==> src/rtl/word_packer.sv <==
// word_packer: pairs upstream bytes into 16-bit words, queues them
// in a small FIFO and issues them one per cycle with a ce strobe.
//
// Ports:
//   clk, rest_n          clock (rising edge), async active-low reset
//   byte_in/byte_valid   upstream byte and its valid
//   byte_ready           a byte is accepted when valid && ready
//   inv_sel              swap flag, taken with a word's second byte
//   flush                drops a held first byte, blocks acceptance
//   hold                 downstream stall, no word issued while high
//   data_out/inv/ce      issued word, its swap flag, new-word strobe
//   level                number of words waiting in the FIFO
module word_packer #(
  parameter int DEPTH   = 4,
  parameter bit BIG_END = 1'b0
) (
  input  logic                     clk,
  input  logic                     rest_n,
  input  logic [7:0]               byte_in,
  input  logic                     byte_valid,
  output logic                     byte_ready,
  input  logic                     inv_sel,
  input  logic                     flush,
  input  logic                     hold,
  output logic [15:0]              data_out,
  output logic                     ce,
  output logic                     inv,
  output logic [$clog2(DEPTH):0]   level
);

  localparam int AW = $clog2(DEPTH);
  localparam int LW = AW + 1;
  localparam logic [LW-1:0] FULL = LW'(DEPTH);

  typedef enum logic {
    S_LOW,
    S_HIGH
  } state_t;

  state_t          state_q, state_d;
  logic [7:0]      first_q, first_d;
  logic [AW-1:0]   wr_ptr_q, wr_ptr_d;
  logic [AW-1:0]   rd_ptr_q, rd_ptr_d;
  logic [LW-1:0]   level_q, level_d;
  logic [15:0]     dout_q, dout_d;
  logic            inv_q, inv_d;
  logic            ce_q, ce_d;

  // Entry layout: {inv, word}
  logic [16:0]     mem [DEPTH];

  logic            accept;
  logic            push;
  logic            pop;
  logic [15:0]     word;
  logic [16:0]     head;

  // A held first byte only needs FIFO room when its partner arrives.
  assign byte_ready = !flush &&
                      ((state_q == S_LOW) || (level_q < FULL));

  assign accept = byte_valid && byte_ready;
  assign push   = accept && (state_q == S_HIGH);
  assign pop    = (level_q != '0) && !hold;
  assign head   = mem[rd_ptr_q];

  always_comb begin
    word = {byte_in, first_q};
    if (BIG_END) begin
      word = {first_q, byte_in};
    end
  end

  // Pairing FSM; flush wins over any byte on the same edge.
  always_comb begin
    state_d = state_q;
    first_d = first_q;
    if (flush) begin
      state_d = S_LOW;
      first_d = 8'h00;
    end else if (accept) begin
      unique case (state_q)
        S_LOW: begin
          first_d = byte_in;
          state_d = S_HIGH;
        end
        S_HIGH: begin
          state_d = S_LOW;
        end
        default: begin
          state_d = S_LOW;
        end
      endcase
    end
  end

  // FIFO pointers and occupancy; pointers wrap since DEPTH is 2^n.
  always_comb begin
    wr_ptr_d = wr_ptr_q;
    rd_ptr_d = rd_ptr_q;
    level_d  = level_q;
    if (push) begin
      wr_ptr_d = wr_ptr_q + 1'b1;
    end
    if (pop) begin
      rd_ptr_d = rd_ptr_q + 1'b1;
    end
    unique case (1'b1)
      (push && !pop): level_d = level_q + 1'b1;
      (pop && !push): level_d = level_q - 1'b1;
      default:        level_d = level_q;
    endcase
  end

  // Output stage keeps the last word until the next pop.
  always_comb begin
    dout_d = dout_q;
    inv_d  = inv_q;
    ce_d   = 1'b0;
    if (pop) begin
      dout_d = head[15:0];
      inv_d  = head[16];
      ce_d   = 1'b1;
    end
  end

  always_ff @(posedge clk or negedge rest_n) begin
    if (!rest_n) begin
      state_q  <= S_LOW;
      first_q  <= 8'h00;
      wr_ptr_q <= '0;
      rd_ptr_q <= '0;
      level_q  <= '0;
      dout_q   <= 16'h0000;
      inv_q    <= 1'b0;
      ce_q     <= 1'b0;
    end else begin
      state_q  <= state_d;
      first_q  <= first_d;
      wr_ptr_q <= wr_ptr_d;
      rd_ptr_q <= rd_ptr_d;
      level_q  <= level_d;
      dout_q   <= dout_d;
      inv_q    <= inv_d;
      ce_q     <= ce_d;
    end
  end

  // Storage needs no reset: pointers and level define what is valid.
  always_ff @(posedge clk) begin
    if (push) begin
      mem[wr_ptr_q] <= {inv_sel, word};
    end
  end

  assign data_out = dout_q;
  assign inv      = inv_q;
  assign ce       = ce_q;
  assign level    = level_q;

endmodule
==> config.mk <==
export PLATFORM = sky130hd
export DESIGN_NAME = word_packer
export DESIGN_NICKNAME = d
export VERILOG_FILES = /design/src/rtl/word_packer.sv
export SDC_FILE = /design/constraint.sdc
export NUM_CORES = 1
export LEC_CHECK = 0
export CORE_MARGIN = 2
export CORE_UTILIZATION = 45
export CTS_BUF_LIST = sky130_fd_sc_hd__clkbuf_4 sky130_fd_sc_hd__clkbuf_8
export CTS_CLUSTER_DIAMETER = 50
export CTS_CLUSTER_SIZE = 30
export DETAILED_ROUTE_END_ITERATION = 6
export MAX_ROUTING_LAYER = met4
export RECOVER_POWER = 50
export SYNTH_ARGS = -nofsm -noshare
export SYNTH_HDL_FRONTEND = slang
export SYNTH_SLANG_ARGS = --single-unit
==> constraint.sdc <==
create_clock -name clk -period 3.9 [get_ports clk]
set_clock_uncertainty 0.1 [all_clocks]
set_input_delay 0.39 -clock clk [delete_from_list [all_inputs] [get_ports clk]]
set_output_delay 0.39 -clock clk [all_outputs]
set_load 0.05 [all_outputs]
* Word-level counts from Yosys, hierarchy flattened
Memories as Yosys holds them, arrays and structs flattened. A register that Yosys moved wholly into a read port is not among the register bits.
Index checks and enable logic that the tools add are counted.
** Word-level totals
- Bits in registers :: 17
- RAM bits :: 68
- Bits of input ports :: 14
- Output and inout port bits :: 22
- Word-level logic and storage cells :: 40
- Memories kept :: 1
** Memory list
- mem :: words 4, bits a word 17, rd ports 1, clocked after Yosys merged registers in 1, write ports 1, line 50 : logic [16:0] mem [DEPTH];
** Operators by class
- $add $sub $neg :: 4
- Order comparisons :: 1
- Eq/ne operators :: 1
- Muxes and demuxes :: 10
- Bitwise logic cells :: 1
- Reduce and logical (&&, ||, !) cells :: 16
** Operators by type and width (count)
- 8-bit two-way mux :: 3
- 1-bit logical AND :: 6
- 3-bit case mux with 2 select lines :: 1
- 1-bit zero test :: 5
- 1-bit two-way mux :: 5
- 2-bit by 1-bit adder with 2-bit output, second input constant :: 2
- 2-bit nonzero test :: 2
- 3-bit by 1-bit adder with 3-bit output, second input constant :: 1
- 3-bit < comparator, second input constant :: 1
- 3-bit nonzero test :: 1
- 3-bit by 1-bit subtractor with 3-bit output, second input constant :: 1
- 2-bit inequality test, second input constant :: 1
- 1-bit case mux with 2 select lines :: 1
- 2-bit AND reduction :: 1
- 1-bit logical OR :: 1
- 1-bit inverter :: 1

* Longest topological paths before layout
- Depth after elaboration :: 8
- Gate-level depth with buffers :: 8
- Gate-level depth less buffers :: 7

* Worst setup path after synthesis
Ideal clock, no wire load.
- Path kind :: reg2reg
- Start :: register level_q[0], in the netlist level[0]
- End :: register level_q[1], in the netlist level[1]
- Setup time :: 0.125 ns
- Arrival time :: 2.261 ns
- Data required time :: 3.675 ns
- Path slack :: 1.414 ns
- Stages on the path, launching flop included :: 7
- Path through :: dfrtp_1 -> nor3_1 -> nor2_2 -> buf_6 -> ha_1 -> fa_1 -> mux2_2
** On the way
- Longest elaborated chain between the ends :: 8
- Elaborated cells on any way between the ends :: 15
** RTL lines
- from (decl) :: line 44 : logic [LW-1:0] level_q, level_d;
- from (signal assigned) :: line 142 : level_q <= level_d;
- 3-bit < comparator :: line 60 : ((state_q == S_LOW) || (level_q < FULL));
- 1-bit logical OR :: line 60
- 1-bit logical AND :: line 59 : assign byte_ready = !flush &&
- 1-bit logical AND :: line 62 : assign accept = byte_valid && byte_ready;
- 1-bit logical AND :: line 63 : assign push = accept && (state_q == S_HIGH);
- 1-bit zero test :: line 110 : (pop && !push): level_d = level_q - 1'b1;
- 1-bit logical AND :: line 110
- 3-bit case mux with 2 select lines (*) :: line 108 : unique case (1'b1)
- net level_d[1] :: line 44
The timed path passes the listed nets; every way through them passes the cells marked *.
A chain may end at the register's enable or synchronous reset.

* Worst setup path after layout
- Start :: input port flush
- End :: register level_q[2], in the netlist level[2]
** On the way
- Longest elaborated chain between the ends :: 7
- Elaborated cells on any way between the ends :: 9
** RTL lines
- from (decl) :: line 23 : input logic flush,
- 1-bit zero test (*) :: line 59
- 1-bit logical AND (*) :: line 59
- 1-bit logical AND (*) :: line 62
- 1-bit logical AND (*) :: line 63
- 1-bit zero test :: line 110
- 1-bit logical AND :: line 110
- 3-bit case mux with 2 select lines / 2-bit nonzero test (equally long branches)
Every way passes the cells marked *; elsewhere a longest branch is shown, timed or not.

==> flow_summary.toml <==
[status]
outcome = "finished, violations left"
violations = "max-capacitance violations, max-slew violations"

[die]
num_io_pins = 36
num_rows = 34
start_util_pct = 45.8
die-area_um2 = 9560
core_area_um2 = 8640
die_w_um = 97.8
die_h_um = 97.8

[timing]
hold_viol_final = 0
worst_pin_slew_ps = 2070
rsz0062_at_grt = "false"
min_period_ps = 2590
final.setup.tns_ps = 0
setup_viol = 0
setup_ws_ps = 1310
max_slew_margin_pct = -37.7
finalMaxSlewViolations = 35
post-route-period-util_pct = 66.4
fmax_ghz = 0.386

[clock_network]
clock_path_buffers = 2
post_cts_resized = 0
cts_hold_buf = 0
post_cts.repair.setup_buffers = 0
cts.sinks = 102
htree_levels = 3
numCtsBuffers = 9
ctsRootBufferMaster = "clkbuf_8"
cts_tree = "done"
cts.reportedPaths.clkPinSlew_ps = 90
clk-insertion-delay-late_ps = 360

[detailed_routing]
vias = 1799
wl_per_cell_um = 18.6
wirelength_um = 6510
drt-vias-per-instance = 5.14
ant_nets = 0
first_pass_iters = 4
drc = 0
drt_iter0_drc = 136

[global_route]
antenna_found_initial = 0
overflow = 0
grt_max_degree = 35
grt_use_total_pct = 15.8
grt_pass1_wl_um = 10800
grt_pass1_vias = 1961

[worst_setup_path]
reg2reg_slack_ps = 1540
path_class = "in2reg"
reg2reg_depth = 4
required_ps = 4040
worst-path-max-fanout = 11
crit_arrival_ps = 2730
r2r-end = "data_out[11]"
start_kind = "primary input"
reg2reg_from = "level[0]"
end_kind = "flip-flop"

[synth]
synth_nets = 212
netlist_area_um2 = 3960
ys.warnings.count = 0
synth_compound_area_share_pct = 0.379
synthXorXnorAreaFrac_pct = 1.33
synth_area_per_cell_um2 = 20.6
synthAdderAreaFrac_pct = 2.09
synthSimpleGateAreaFrac_pct = 2.75
ys_seq_area_share_pct = 73.1
synthCells = 192
ys_types = 27
ys_seq_elements = 102
muxShareOfSynthArea_pct = 18.4
synth_top_family_by_area = "multiplexers"

[placed_design]
placed_area_um2 = 4430
gp_congestion = 0.687
place_ws_ps = 1100
dpl.hpwl_um = 3930
portBuffers = 35

[pwr]
combPwrFrac_pct = 35.1
p_int_mw = 2.19
p_leak_nw = 1.73
switching_share_pct = 34.1
clockPowerShare_pct = 20.3
p_per_area_nw_per_um2 = 718
seqPwrFrac_pct = 44.6
vdd_drop_max_v = 0.000427
finalPower_mw = 3.32
p_switching_mw = 1.13

[cells_and_area]
nNetsFinal = 257
drive_above_1_share_pct = 19.8
antenna_cells = 0
fin_area_um2 = 4620
area_growth_pct = 16.8

[min_path]
min_from = "data_out[13]"
whs_path_depth = 1
hold_class = "reg2reg"
hold-path-endpoint = "data_out[13]"

[job]
drv_cap = 1
-- placed cells by master (no fill, tap or decap), drive strengths merged, types with 2 or more instances in the layout --
| cell type | instances |
|---|---|
| o21ai | 2 |
| dlygate4sd3 | 11 |
| ha | 5 |
| edfxtp | 68 |
| nor2 | 11 |
| clkbuf | 16 |
| inv | 3 |
| xor2 | 3 |
| clkdlybuf4s50 | 23 |
| mux4 | 17 |
| mux2 | 18 |
| buf | 5 |
| and2 | 4 |
| mux2i | 8 |
| xnor2 | 3 |
| dfrtp | 34 |
-- how the worst max path moves through the flow --
stage / from / to / slack (ps) / depth (start not counted)
after global placement: flush / level[2] / 1180 / 9
after global routing: flush / level[2] / 1140 / 9
after CTS: flush / byte_ready / 1360 / 3
after floorplan: level[0] / level[1] / 1410 / 6
after detailed placement: flush / level[2] / 1100 / 9
final: flush / level[2] / 1310 / 9
-- state kept, by name, indices dropped and copies added (netlist names) --
name and count:
inv 1, mem 68, state_q 1, data_out 16, level 3, rd_ptr_q 2
wr_ptr_q 2, ce 1, first_q 8
-- layout make-up --
class / count / area (µm²)
clock buffer: 13 / 160
clock inverter: 3 / 46.3
fill: 712 / 4010
inverter: 3 / 11.3
multi-input combinational: 79 / 988
sequential: 102 / 2890
tap: 108 / 135
timing repair buffer: 42 / 389
-- routing by layer --
layer  up-vias  share of wire (%)  global-route usage, %
met1       936                 49                   22.4
met3         5                2.6                   3.87
met4         0                1.0                   5.77
li1        829                  -                      -
met2        29                 47                   22.5
met5         -                  0                      -
-- power by group through the flow --
stage / clock network (mW) / registers [mW] / logic (mW)
floorplan: 0 / 1.81 / 0.545
global route: 0.748 / 1.52 / 1.24
detailed placement: 0 / 1.51 / 1.18
finish: 0.674 / 1.48 / 1.16
CTS: 0.700 / 1.49 / 1.19
global placement: 0 / 1.51 / 1.17
-- metrics by stage --
stage	hold WS, ps	instances	util, %
floorplan	-5.59	192	-
global placement	389	334	51.2
detailed placement	394	334	51.2
CTS	45.5	350	53.6
global route	430	350	53.5
finish	411	350	53.5
-- logic make-up (layout without fill, tap and decap cells) --
logic type	Yosys count	after routing
fa+ha+maj	6	6
mux	43	43
xor+xnor	6	6
simple gates	21	21
buf+inv	11	61
compound gates	3	3
flops	102	102
-- synthesized netlist by cell type (all sizes together) --
cell type / number / area [µm²]
nor3: 1 / 5.00
nand2b: 1 / 6.26
nor2: 11 / 43.8
nand2: 1 / 3.75
mux4: 17 / 417
xnor2: 3 / 26.3
o21ai: 2 / 10.0
inv: 3 / 11.3
edfxtp: 68 / 2040
buf: 6 / 57.6
ha: 5 / 62.6
nor3b: 1 / 7.51
dfrtp: 34 / 851
mux2i: 8 / 80.1
xor2: 3 / 26.3
clkbuf: 2 / 7.51
nand3b: 1 / 7.51
a21oi: 1 / 5.00
fa: 1 / 20.0
and2: 4 / 25.0
nor4bb: 1 / 10.0
mux2: 18 / 233
-- critical path: stages --
cell and delay, ps:
dlygate4sd3_1 700, nor4bb_1 320, clkbuf_1 290, inv_1 80, ha_1 220, fa_1 380, xnor2_1 160, nor2_1 60
xor2_1 130
Power figures use the tool's default switching activity.
==> RTL edit 1 (config.mk and constraints unchanged) <==
Take the reset off `dout_q` and load it in a clocked block of its own.
--- a/src/rtl/word_packer.sv
+++ b/src/rtl/word_packer.sv
@@ -133,3 +133,2 @@
       level_q  <= '0;
-      dout_q   <= 16'h0000;
       inv_q    <= 1'b0;
@@ -142,3 +141,2 @@
       level_q  <= level_d;
-      dout_q   <= dout_d;
       inv_q    <= inv_d;
@@ -146,2 +144,6 @@
     end
+  end
+
+  always_ff @(posedge clk) begin
+    dout_q <= dout_d;
   end
Function: changed (Yosys sat finds a counterexample within 4 cycles, from zero or initial values; the reset may be asserted at any time).
==> RTL edit 1 against the original RTL <==
  * Synthesized area fell by 4.0%
  * Register-to-register slack got worse by 530 ps
  * Non-clock buffer count fell by 1
  * Total power fell by 8.2%
  * Hold slack improved by 5.8 ps
  * Routed wire length fell by 3.0%
  * Worst setup slack got worse by 300 ps
  * Sequential cell count did not move
  * Cell area fell by 2.8%
  * Die area fell by 3.8%
  * Critical path type is now reg -> reg
  * Largest cell class unchanged
==> RTL edit 1: results (changes against the original RTL) <==
Run status
  • Status: finished, final reports clean

Synth
  • Top cells by count, synth: edfxtp_1 (84), dfrtp_1 (18), nor2_1 (11), mux4_2 (9)
  • Syn Nets: 195 (-8.0%)
  • Mux contribution to synthesized area: 0.1366 (-0.04772)
  • Area share of fa/ha/maj cells after synthesis: 0.02172 (+0.0008586)
  • EDFF count, synth: 84 (+24%)
  • Synth Area in XOR/XNOR: 0.01382 (+0.0005464)
  • Asr flop ratio synth: 0.1765 (-0.1569)
  • Post-synthesis sequential area ratio: 0.7821 (+0.05114)
  • Top post-synthesis cells by area: edfxtp_1 (66%), dfrtp_1 (12%), mux4_1 (5.5%)

Worst hold path
  • HP Start: first_q[2]$_DFFE_PN0P_
  • Hold endpoint: mem[3][2]$_DFFE_PP_

Route
  • WL met3: 232 µm (+38%)
  • Vias: 1737 (-3.4%)
  • Routed len/inst: 19.12 µm (+2.9%)
  • M1 WL: 2.766 mm (-13%)

Pwr
  • Leakage: 1.603 nW (-7.3%)
  • Peak VDD IR: 0.3094 mV (-28%)
  • Clock power frac: 0.224 (+0.021)

GRT
  • Largest net degree at the start of global routing: 21 (-40%)
  • Met3 Usage GRT: 0.03446 (-0.004199)
  • Total global-route track usage: 0.1584 (+0.0003305)
  • First-pass GRT wire length: 9.998 mm (-7.8%)
  • Met2 usage: 0.2523 (+0.02687)
  • Met1 usage: 0.2010 (-0.02316)

STA
  • Worst slew pin tran: 1297 ps (-768.5 ps)
  • Min Tclk post-route: 2892 ps (+300.9 ps)

Critical path
  • Worst Path Class, Setup: reg -> reg
  • Max stage delay cell, worst path: clkbuf_1
  • Capture point of the worst path: level[1]$_DFFE_PN0P_
  • Origin of the critical flop-to-flop path: level[2]$_DFFE_PN0P_

Cells and area
  • # fillers: 644 (-9.6%)
  • Layout Nets: 240 (-6.6%)

Place
  • DP HPWL: 3.860 mm (-1.7%)
==> RTL edit 1: cell count changes in the layout (fill, tap and decap cells not counted), sizes merged <==
| cell | delta |
|---|---|
| edfxtp | +16 |
| inv | +1 |
| dfrtp | -16 |
| mux2 | -16 |
| clkbuf | -2 |
| buf | -1 |
| dlygate4sd3 | +1 |
==> RTL edit 1: layout make-up <==
cell class	count	area, µm²	area share
tap	105	131.4	0.02922
sequential	102	2973	0.6613
inverter	3	11.26	0.002505
multi-input combinational	63	778.2	0.1731
clock buffer	12	158.9	0.03535
timing repair buffer	41	387.9	0.08628
clock inverter	4	55.05	0.01225
==> RTL edit 1: per-stage QoR <==
step / util / instances / instance area [µm²]
global route: 0.5471 / 330 / 4496
global placement: 0.5220 / 314 / 4289
CTS: 0.5480 / 330 / 4503
detailed placement: 0.5220 / 314 / 4289
finish: 0.5471 / 330 / 4496
floorplan: - / 175 / 3801
==> RTL edit 2 (config.mk and constraints unchanged) <==
Without the edit above. Change the parameter `DEPTH` from 4 to 8.
--- a/src/rtl/word_packer.sv
+++ b/src/rtl/word_packer.sv
@@ -13,3 +13,3 @@
 module word_packer #(
-  parameter int DEPTH   = 4,
+  parameter int DEPTH   = 8,
   parameter bit BIG_END = 1'b0
Interface: changed (resized level); port bits go from 36 to 37. No check against the original RTL was run, so the function may have changed too.
==> RTL edit 2 against the original RTL <==
  * Worst setup slack got worse by 310 ps
  * Synthesized area rose by 73%
  * Clock power rose by 74%
  * Sequential share of layout area grew 1.7 points
  * Via count up 100%
  * Cell area rose by 69%
  * Non-clock buffer count is 10 higher
  * Sequential cell count rose by 71
  * Routed wire length increased by 120%
  * Total power grew 63%
  * Critical endpoint is now level[3]$_DFFE_PN0P_
==> RTL edit 2: results (changes against the original RTL) <==
Critical path
  • Worst r2r dst: level[3]$_DFFE_PN0P_
  • Origin of the critical flop-to-flop path: level[3]$_DFFE_PN0P_
  • FF-to-FF path depth: 7 (+3)
  • Setup slack, reg-to-reg: 1200 ps (-340 ps)

GRT
  • Met2 usage: 0.2963 (+0.07086)
  • Total global-route track usage: 0.1891 (+0.03107)
  • First-pass GRT wire length: 21.82 mm (+100%)
  • Met1 usage: 0.2467 (+0.02251)
  • Vias in the first global route: 3750 (+91%)
  • Largest net degree at the start of global routing: 46 (+31%)
  • Met3 Usage GRT: 0.03266 (-0.005991)

Synth
  • Complex-gate fraction of the synthesized area: 0.05466 (+0.05087)
  • Post-synthesis sequential area ratio: 0.7320 (+0.001041)
  • Top post-synthesis cells by area: edfxtp_1 (60%), dfrtp_1 (14%), mux2i_1 (11%)
  • Synth Area in XOR/XNOR: 0.007678 (-0.005600)
  • Top cells by count, synth: edfxtp_1 (136), mux2i_1 (77), dfrtp_1 (37), a22oi_1 (34), nand2_1 (23)
  • EDFF count, synth: 136 (+100%)
  • Asr flop ratio synth: 0.2139 (-0.1195)
  • Syn Inst Count: 426 (+120%)
  • Mux contribution to synthesized area: 0.1159 (-0.06841)
  • Yosys cell types: 35 (+30%)

Route
  • 1st-iter DRT viols: 289 (+110%)
  • Routed len/inst: 20.85 µm (+12%)
  • WL met2: 6.974 mm (+130%)
  • Final WL: 14.09 mm (+120%)

Place
  • Placed Area: 7432 µm² (+68%)
  • DP HPWL: 8.733 mm (+120%)
  • I/O Buffers: 36 (+2.9%)
  • Post-Place Worst Slack: 826.1 ps (-278.7 ps)
  • Gp weighted congestion: 0.7761 (+13%)

Worst hold path
  • Hold path depth: 2 (+1)
  • HP Start: data_out[11]$_DFFE_PN0P_

Pwr
  • Overall power: 0.005402 W (+63%)
  • Peak VDD IR: 0.3951 mV (-7.5%)

STA
  • Min setup slack post-route: 999.1 ps (-310.2 ps)
  • Hold_ws: 401.4 ps (-9.681 ps)

Cells and area
  • Design area: 7799 µm² (+69%)
  • Max FFs per register: 136 (+100%)
  • # fillers: 1242 (+74%)

Run status
  • Status: finished, final reports clean

CTS
  • H-Tree Depth: 4 (+1)
  • Clock Latency Late Sink: 440 ps (+80 ps)

Flow run
  • Max cap viols: 0 (-1)
## RTL edit 2: changes by cell type in the layout (fill, tap and decap cells not counted), moves of 11 or more
cell      before  now
a22oi_1        0   34
edfxtp_1      68  136
nand2_1        1   23
o21ai_0        2   19
clkbuf_8      10   21
nand3_1        0   17
mux2i_1        8   77
## RTL edit 2: area by class of cell
type	count	share of cell area
flip-flops and latches	173	0.6429
repair buffers	52	0.06129
clock inverters	8	0.008343
well taps	188	0.03016
inverters	6	0.002888
clock buffers	24	0.03995
multi-input cells	225	0.2145
## RTL edit 2: timing repair
item / 4_1_cts / 5_1_grt
hold endpoints to repair: 1 / 0
buffers inserted: 0 / 0
hold buffers: 1 / 0
## RTL edit 2: where the power goes
part	internal (W)	switching [W]
sequential	0.00218	0.000261
clock	0.000585	0.000587
combinational	0.000702	0.00109
total	0.00346	0.00194
## RTL edit 2: critical path: stages
cell           delay, ps
dlygate4sd3_1        690
nor3_1               680
inv_1                110
ha_1                 290
ha_1                 300
a21oi_1              220
o21ai_0              140
o311ai_0             310
